### src/rtl/lbist_pkg.sv
// Shared types and helpers for the LBIST controller.
// Contents:
//   lbist_ctrl_state_t  sequencer states IDLE/START/WAIT/DONE
//   idx_bits()          seed-index width, never below one bit
package lbist_pkg;

    typedef enum logic [1:0] {
        IDLE  = 2'd0,
        START = 2'd1,
        WAIT  = 2'd2,
        DONE  = 2'd3
    } lbist_ctrl_state_t;

    function automatic int unsigned idx_bits(input int unsigned n);
        return (n > 1) ? $clog2(n) : 1;
    endfunction

endpackage

### src/rtl/lbist_controller_if.sv
// Handshake bundle between the LBIST controller and its environment.
// Channels (val/rdy, transfer on posedge when both are 1):
//   tb_req    host -> controller   start-run request (no payload)
//   tb_resp   controller -> host   per-seed pass vector
//   lfsr_resp controller -> LFSR   seed
//   misr_req  controller -> MISR   number of CUT outputs to hash
//   misr_resp MISR -> controller   signature
// Modports: master = controller side, slave = host/LFSR/MISR side.
interface lbist_controller_if #(
    parameter int SIGNATURE_BITS = 32,
    parameter int LFSR_MSG_BITS  = 32,
    parameter int NUM_SEEDS      = 8,
    parameter int LBIST_MSG_BITS = 5
);
    logic                      tb_req_val;
    logic                      tb_req_rdy;
    logic                      tb_resp_val;
    logic [NUM_SEEDS-1:0]      tb_resp_msg;
    logic                      tb_resp_rdy;
    logic                      lfsr_resp_val;
    logic [LFSR_MSG_BITS-1:0]  lfsr_resp_msg;
    logic                      lfsr_resp_rdy;
    logic                      misr_req_val;
    logic [LBIST_MSG_BITS:0]   misr_req_msg;
    logic                      misr_req_rdy;
    logic                      misr_resp_val;
    logic [SIGNATURE_BITS-1:0] misr_resp_msg;
    logic                      misr_resp_rdy;

    modport master (
        input  tb_req_val, tb_resp_rdy, lfsr_resp_rdy, misr_req_rdy,
               misr_resp_val, misr_resp_msg,
        output tb_req_rdy, tb_resp_val, tb_resp_msg, lfsr_resp_val,
               lfsr_resp_msg, misr_req_val, misr_req_msg, misr_resp_rdy
    );

    modport slave (
        output tb_req_val, tb_resp_rdy, lfsr_resp_rdy, misr_req_rdy,
               misr_resp_val, misr_resp_msg,
        input  tb_req_rdy, tb_resp_val, tb_resp_msg, lfsr_resp_val,
               lfsr_resp_msg, misr_req_val, misr_req_msg, misr_resp_rdy
    );

endinterface

### src/rtl/lbist_controller.sv
// LBIST loop sequencer. For each seed of a run it sends the seed to the LFSR
// and a hash request to the MISR, then compares the returned signature with
// its golden value. The per-seed pass vector is reported to the host.
// Ports:
//   clk    clock, all state on posedge
//   reset  asynchronous, active-low
//   bus    lbist_controller_if.master (host, LFSR and MISR handshakes)
// All outputs are decoded from state registers only; no input reaches an
// output combinationally.
module lbist_controller
    import lbist_pkg::*;
#(
    parameter int SIGNATURE_BITS      = 32,
    parameter int LFSR_MSG_BITS       = 32,
    parameter int NUM_SEEDS           = 8,
    parameter int MAX_OUTPUTS_TO_HASH = 32,
    parameter int LBIST_MSG_BITS      = $clog2(MAX_OUTPUTS_TO_HASH),
    parameter int OUTPUTS_PER_SEED    = 16,
    parameter logic [NUM_SEEDS*LFSR_MSG_BITS-1:0]  LFSR_SEEDS = '0,
    parameter logic [NUM_SEEDS*SIGNATURE_BITS-1:0] SIGNATURES = '0
) (
    input  logic                 clk,
    input  logic                 reset,
    lbist_controller_if.master   bus
);

    localparam int unsigned IDX_W = idx_bits(NUM_SEEDS);
    localparam logic [IDX_W-1:0] LAST_IDX = IDX_W'(NUM_SEEDS - 1);

    lbist_ctrl_state_t      state;
    logic [IDX_W-1:0]       idx;
    logic [NUM_SEEDS-1:0]   result;
    logic                   seed_sent;
    logic                   req_sent;

    logic                   seed_fire;
    logic                   req_fire;
    logic                   seed_done;
    logic                   req_done;
    logic                   sig_match;

    // Output decode
    assign bus.tb_req_rdy    = (state == IDLE);
    assign bus.tb_resp_val   = (state == DONE);
    assign bus.tb_resp_msg   = (state == DONE) ? result : '0;
    assign bus.lfsr_resp_val = (state == START) && !seed_sent;
    assign bus.lfsr_resp_msg = LFSR_SEEDS[int'(idx)*LFSR_MSG_BITS +: LFSR_MSG_BITS];
    assign bus.misr_req_val  = (state == START) && !req_sent;
    assign bus.misr_req_msg  = (LBIST_MSG_BITS+1)'(OUTPUTS_PER_SEED);
    assign bus.misr_resp_rdy = (state == WAIT);

    // The seed and hash-request channels complete independently; START is
    // left on the cycle where both are done, counting any handshake now.
    assign seed_fire = bus.lfsr_resp_val && bus.lfsr_resp_rdy;
    assign req_fire  = bus.misr_req_val && bus.misr_req_rdy;
    assign seed_done = seed_sent || seed_fire;
    assign req_done  = req_sent || req_fire;
    assign sig_match = (bus.misr_resp_msg ==
                        SIGNATURES[int'(idx)*SIGNATURE_BITS +: SIGNATURE_BITS]);

    always_ff @(posedge clk or negedge reset) begin
        if (!reset) begin
            state     <= IDLE;
            idx       <= '0;
            result    <= '0;
            seed_sent <= 1'b0;
            req_sent  <= 1'b0;
        end else begin
            case (state)
                IDLE: begin
                    if (bus.tb_req_val) begin
                        idx    <= '0;
                        result <= '0;
                        state  <= START;
                    end
                end
                START: begin
                    if (seed_done && req_done) begin
                        seed_sent <= 1'b0;
                        req_sent  <= 1'b0;
                        state     <= WAIT;
                    end else begin
                        seed_sent <= seed_done;
                        req_sent  <= req_done;
                    end
                end
                WAIT: begin
                    if (bus.misr_resp_val) begin
                        result[idx] <= sig_match;
                        if (idx == LAST_IDX) begin
                            state <= DONE;
                        end else begin
                            idx   <= idx + 1'b1;
                            state <= START;
                        end
                    end
                end
                DONE: begin
                    if (bus.tb_resp_rdy) begin
                        state <= IDLE;
                    end
                end
                default: state <= IDLE;
            endcase
        end
    end

endmodule

### src/flat_wrapper.sv
// flat-port wrapper written by rule: the top's interface ports become plain ports
module lbist_controller_flat import lbist_pkg::*;
#(
    parameter int SIGNATURE_BITS      = 32,
    parameter int LFSR_MSG_BITS       = 32,
    parameter int NUM_SEEDS           = 8,
    parameter int MAX_OUTPUTS_TO_HASH = 32,
    parameter int LBIST_MSG_BITS      = $clog2(MAX_OUTPUTS_TO_HASH),
    parameter int OUTPUTS_PER_SEED    = 16,
    parameter logic [NUM_SEEDS*LFSR_MSG_BITS-1:0]  LFSR_SEEDS = '0,
    parameter logic [NUM_SEEDS*SIGNATURE_BITS-1:0] SIGNATURES = '0
)
  (clk, reset, bus_tb_req_val, bus_tb_resp_rdy, bus_lfsr_resp_rdy, bus_misr_req_rdy, bus_misr_resp_val, bus_misr_resp_msg, bus_tb_req_rdy, bus_tb_resp_val, bus_tb_resp_msg, bus_lfsr_resp_val, bus_lfsr_resp_msg, bus_misr_req_val, bus_misr_req_msg, bus_misr_resp_rdy);
  lbist_controller_if #(.SIGNATURE_BITS(SIGNATURE_BITS), .LFSR_MSG_BITS(LFSR_MSG_BITS), .NUM_SEEDS(NUM_SEEDS), .LBIST_MSG_BITS(LBIST_MSG_BITS)) bus_i ();
  input  logic clk;
  input  logic reset;
  input wire logic [$bits(bus_i.tb_req_val)-1:0] bus_tb_req_val;
  input wire logic [$bits(bus_i.tb_resp_rdy)-1:0] bus_tb_resp_rdy;
  input wire logic [$bits(bus_i.lfsr_resp_rdy)-1:0] bus_lfsr_resp_rdy;
  input wire logic [$bits(bus_i.misr_req_rdy)-1:0] bus_misr_req_rdy;
  input wire logic [$bits(bus_i.misr_resp_val)-1:0] bus_misr_resp_val;
  input wire logic [$bits(bus_i.misr_resp_msg)-1:0] bus_misr_resp_msg;
  output wire logic [$bits(bus_i.tb_req_rdy)-1:0] bus_tb_req_rdy;
  output wire logic [$bits(bus_i.tb_resp_val)-1:0] bus_tb_resp_val;
  output wire logic [$bits(bus_i.tb_resp_msg)-1:0] bus_tb_resp_msg;
  output wire logic [$bits(bus_i.lfsr_resp_val)-1:0] bus_lfsr_resp_val;
  output wire logic [$bits(bus_i.lfsr_resp_msg)-1:0] bus_lfsr_resp_msg;
  output wire logic [$bits(bus_i.misr_req_val)-1:0] bus_misr_req_val;
  output wire logic [$bits(bus_i.misr_req_msg)-1:0] bus_misr_req_msg;
  output wire logic [$bits(bus_i.misr_resp_rdy)-1:0] bus_misr_resp_rdy;
  assign bus_i.tb_req_val = bus_tb_req_val;
  assign bus_i.tb_resp_rdy = bus_tb_resp_rdy;
  assign bus_i.lfsr_resp_rdy = bus_lfsr_resp_rdy;
  assign bus_i.misr_req_rdy = bus_misr_req_rdy;
  assign bus_i.misr_resp_val = bus_misr_resp_val;
  assign bus_i.misr_resp_msg = bus_misr_resp_msg;
  assign bus_tb_req_rdy = bus_i.tb_req_rdy;
  assign bus_tb_resp_val = bus_i.tb_resp_val;
  assign bus_tb_resp_msg = bus_i.tb_resp_msg;
  assign bus_lfsr_resp_val = bus_i.lfsr_resp_val;
  assign bus_lfsr_resp_msg = bus_i.lfsr_resp_msg;
  assign bus_misr_req_val = bus_i.misr_req_val;
  assign bus_misr_req_msg = bus_i.misr_req_msg;
  assign bus_misr_resp_rdy = bus_i.misr_resp_rdy;
  lbist_controller #(.SIGNATURE_BITS(SIGNATURE_BITS), .LFSR_MSG_BITS(LFSR_MSG_BITS), .NUM_SEEDS(NUM_SEEDS), .MAX_OUTPUTS_TO_HASH(MAX_OUTPUTS_TO_HASH), .LBIST_MSG_BITS(LBIST_MSG_BITS), .OUTPUTS_PER_SEED(OUTPUTS_PER_SEED), .LFSR_SEEDS(LFSR_SEEDS), .SIGNATURES(SIGNATURES)) u_core (.clk(clk), .reset(reset), .bus(bus_i));
endmodule
### config.mk
export PLATFORM = sky130hd
export DESIGN_NAME = lbist_controller_flat
export DESIGN_NICKNAME = d
export VERILOG_FILES = /design/src/rtl/lbist_pkg.sv /design/src/rtl/lbist_controller_if.sv /design/src/rtl/lbist_controller.sv /design/src/flat_wrapper.sv
export SDC_FILE = /design/constraint.sdc
export NUM_CORES = 1
export LEC_CHECK = 0
export CORE_MARGIN = 3
export CORE_UTILIZATION = 36
export CTS_BUF_LIST = sky130_fd_sc_hd__clkbuf_8
export CTS_CLUSTER_DIAMETER = 30
export DETAILED_ROUTE_END_ITERATION = 16
export PLACE_DENSITY = 0.84
export SKIP_CTS_REPAIR_TIMING = 1
export SLEW_MARGIN = 20
export SYNTH_ARGS = -nofsm -noshare
export SYNTH_HDL_FRONTEND = slang
export SYNTH_SLANG_ARGS = --single-unit
### constraint.sdc
create_clock -name clk -period 1.8 [get_ports clk]
set_input_delay 0.27 -clock clk [delete_from_list [all_inputs] [get_ports clk]]
set_output_delay 0.27 -clock clk [all_outputs]
set_load 0.05 [all_outputs]
==> results.cfg <==
[logic_synthesis]
synth_ff_type = dfrtp_1
synth_edf_count = 0
ys_top_cells_by_count = buf_4 (38), dfrtp_1 (15), o21ai_1 (11)
ys_seq_area_share_pct = 30.3
synth_cell_types = 32
synth_area_sq_mm = 0.00124
syn_inst = 156
synth.area.top_cells = dfrtp_1 (30%), buf_4 (23%), nor4_1 (4.5%)
yosysMostFrequentCell = buf_4
synth.ff_latch_count = 15
synth.top_cell.area_share_pct = 30.3
ys_async_sr_fraction_pct = 100
ys.warnings.count = 0
post-synth-top-area-cell = dfrtp_1
avgSynthCellArea_sq_um = 7.95

[layout]
stdcell_count = 255
fin_util_pct = 59.5
multi_input_area_sq_um = 673
n_fill_cell = 279
final_area_sq_mm = 0.00189
antenna_cells = 0
nets = 253
area_growth_pct = 52.5
ff_latch_area_sq_um = 375
drive_gt1_share_pct = 14.7

[grt]
grtUsageTotal_pct = 14.0
grt_pass1_vias = 1063
gr-total-overflow = 0
grt_max_degree = 21
grt_first_pass_wirelength_mm = 4.63
grt_antenna_before_repair = 0

[placement]
dp_hpwl_mm = 2.49
place_ws_ns = -0.183
place_area_sq_mm = 0.00183
placed_cells = 251
gp_congestion = 0.792
numPortBuffers = 51

[clock_network]
clkLatencyLatePin_ns = 0.25
cts_sinks = 15
cts_tree = yes
root_buffer = clkbuf_8
clockBufferDepth = 2
clk_pin_slew_ns = 0.06
cts_buffers = 3
h-tree-depth = 1

[die]
die_y_um = 64.7
die_w_um = 64.7
die_area_sq_mm = 0.00418
core_sq_mm = 0.00318
start_util_pct = 39.0
ios = 90
rows = 20

[status]
status = completed

[routing]
drc = 0
num_vias = 1183
drt_first_iter_violations = 45
top_layer = met4
met3_length_um = 269
wl_met1_mm = 1.12
dr.pass1.iters = 4
met2_wirelength_mm = 1.63
wl_per_cell_um = 12.0
avgViaCountPerCell = 4.64
drt-total-wl_mm = 3.06
drtAntennaViolNets = 0

[worst_setup_path]
ff2ff_path_depth = 4
path_cells = clkdlybuf4s50_1, nor4_2, nand4_1, or4_4, o31ai_2
cp_num_buf_inv = 1
cp-start-kind = input port
worstReg2RegEnd = u_core.result[0]$_DFFE_PN0P_
cp_top_family = simple AND/OR/NAND/NOR gates
required_ns = 1.96
cpPeakStageDelay_ns = 0.57
worstSetupEndpointType = flop
worstSetupStartpoint = bus_misr_resp_msg[10]
path_class = in -> reg
worstPathMaxFanout = 4
reg2reg_slack_ns = 0.14
slowest_stage = or4_4
worstReg2RegStart = u_core.state[1]$_DFFE_PN0P_
arrival_ns = 1.86

[sta]
skew_ns = 0.00200
finalHoldViolCount = 0
whs_ns = 0.332
worst_slack_ns = 0.0984
finalCriticalPeriod_ns = 1.70
slew_viol_final = 0
rsz0062_at_grt = false
tns_ns = 0
max_freq_mhz = 588
timing.final.crit_share_pct = 94.5
setup_viol = 0

[power]
p_per_area_mw_per_mm2 = 1050
max-vdd-ir-drop_mv = 0.491
p_leak_nw = 0.849
fin_total_pwr_mw = 1.99

[hold_path]
hold_class = in -> async

[run]
max_cap_violations = 0
-- cell usage in the layout, fill, tap and decap left out, drive strengths merged, types with 4 or more instances in the layout --
master / n
conb: 38
clkdlybuf4s50: 38
buf: 23
dfrtp: 15
o21ai: 13
nor4: 9
nor2: 8
and3: 8
inv: 8
a21oi: 7
nand2: 5
o21a: 4
-- where the power goes --
| part | switching, mW | total, mW | internal [mW] |
|---|---|---|---|
| sequential | 0.0435 | 0.439 | 0.396 |
| combinational | 0.784 | 1.28 | 0.500 |
| clock | 0.120 | 0.271 | 0.151 |
-- sequential cells by signal, indices dropped and copies added, names as in the netlist --
name	cells
u_core.seed_sent	1
u_core.idx	3
u_core.result	8
u_core.req_sent	1
u_core.state	2
-- cells by family after synthesis --
| kind of cell | Yosys count | synth area share (%) |
|---|---|---|
| buffers and inverters | 53 | 27.5 |
| AND/OR/NAND/NOR | 49 | 21.9 |
| AO/OA/AOI/OAI | 34 | 16.9 |
| flip-flops | 15 | 30.3 |
| adder cells (fa/ha/maj) | 2 | 2.02 |
| other | 2 | 0.606 |
| multiplexers | 1 | 0.807 |
-- how the worst max path moves through the flow --
stage	endpoint	slack (ns)	cells after the start
detailed placement	u_core.result[0]$_DFFE_PN0P_	-0.18	5
finish	u_core.result[0]$_DFFE_PN0P_	0.1	5
global placement	u_core.result[0]$_DFFE_PN0P_	-0.19	5
global route	u_core.result[0]$_DFFE_PN0P_	0.007	5
CTS	u_core.result[0]$_DFFE_PN0P_	0.08	5
floorplan	bus_tb_req_rdy	0.09	3
-- worst reg2reg max path: stages (launching register included) --
cell	delay, ns
dfrtp_1	0.41
mux2i_1	0.15
or3_1	0.37
or4_4	0.47
o31ai_2	0.19
-- per-layer routing --
metal / up-vias / track usage, %
li1: 577 / -
met1: 533 / 16.2
met2: 64 / 24.2
met3: 9 / 4.16
met4: 0 / 5.54
met5: - / 0
-- final cells by class --
cell class                 count  area share (%)
clock buffer                   3            2.18
clock inverter                 1           0.199
inverter                       7            1.39
multi-input combinational    124            35.6
sequential                    15            19.9
tap                           44            2.91
timing repair buffer          61            37.9
(Power assumes the default switching activity.)
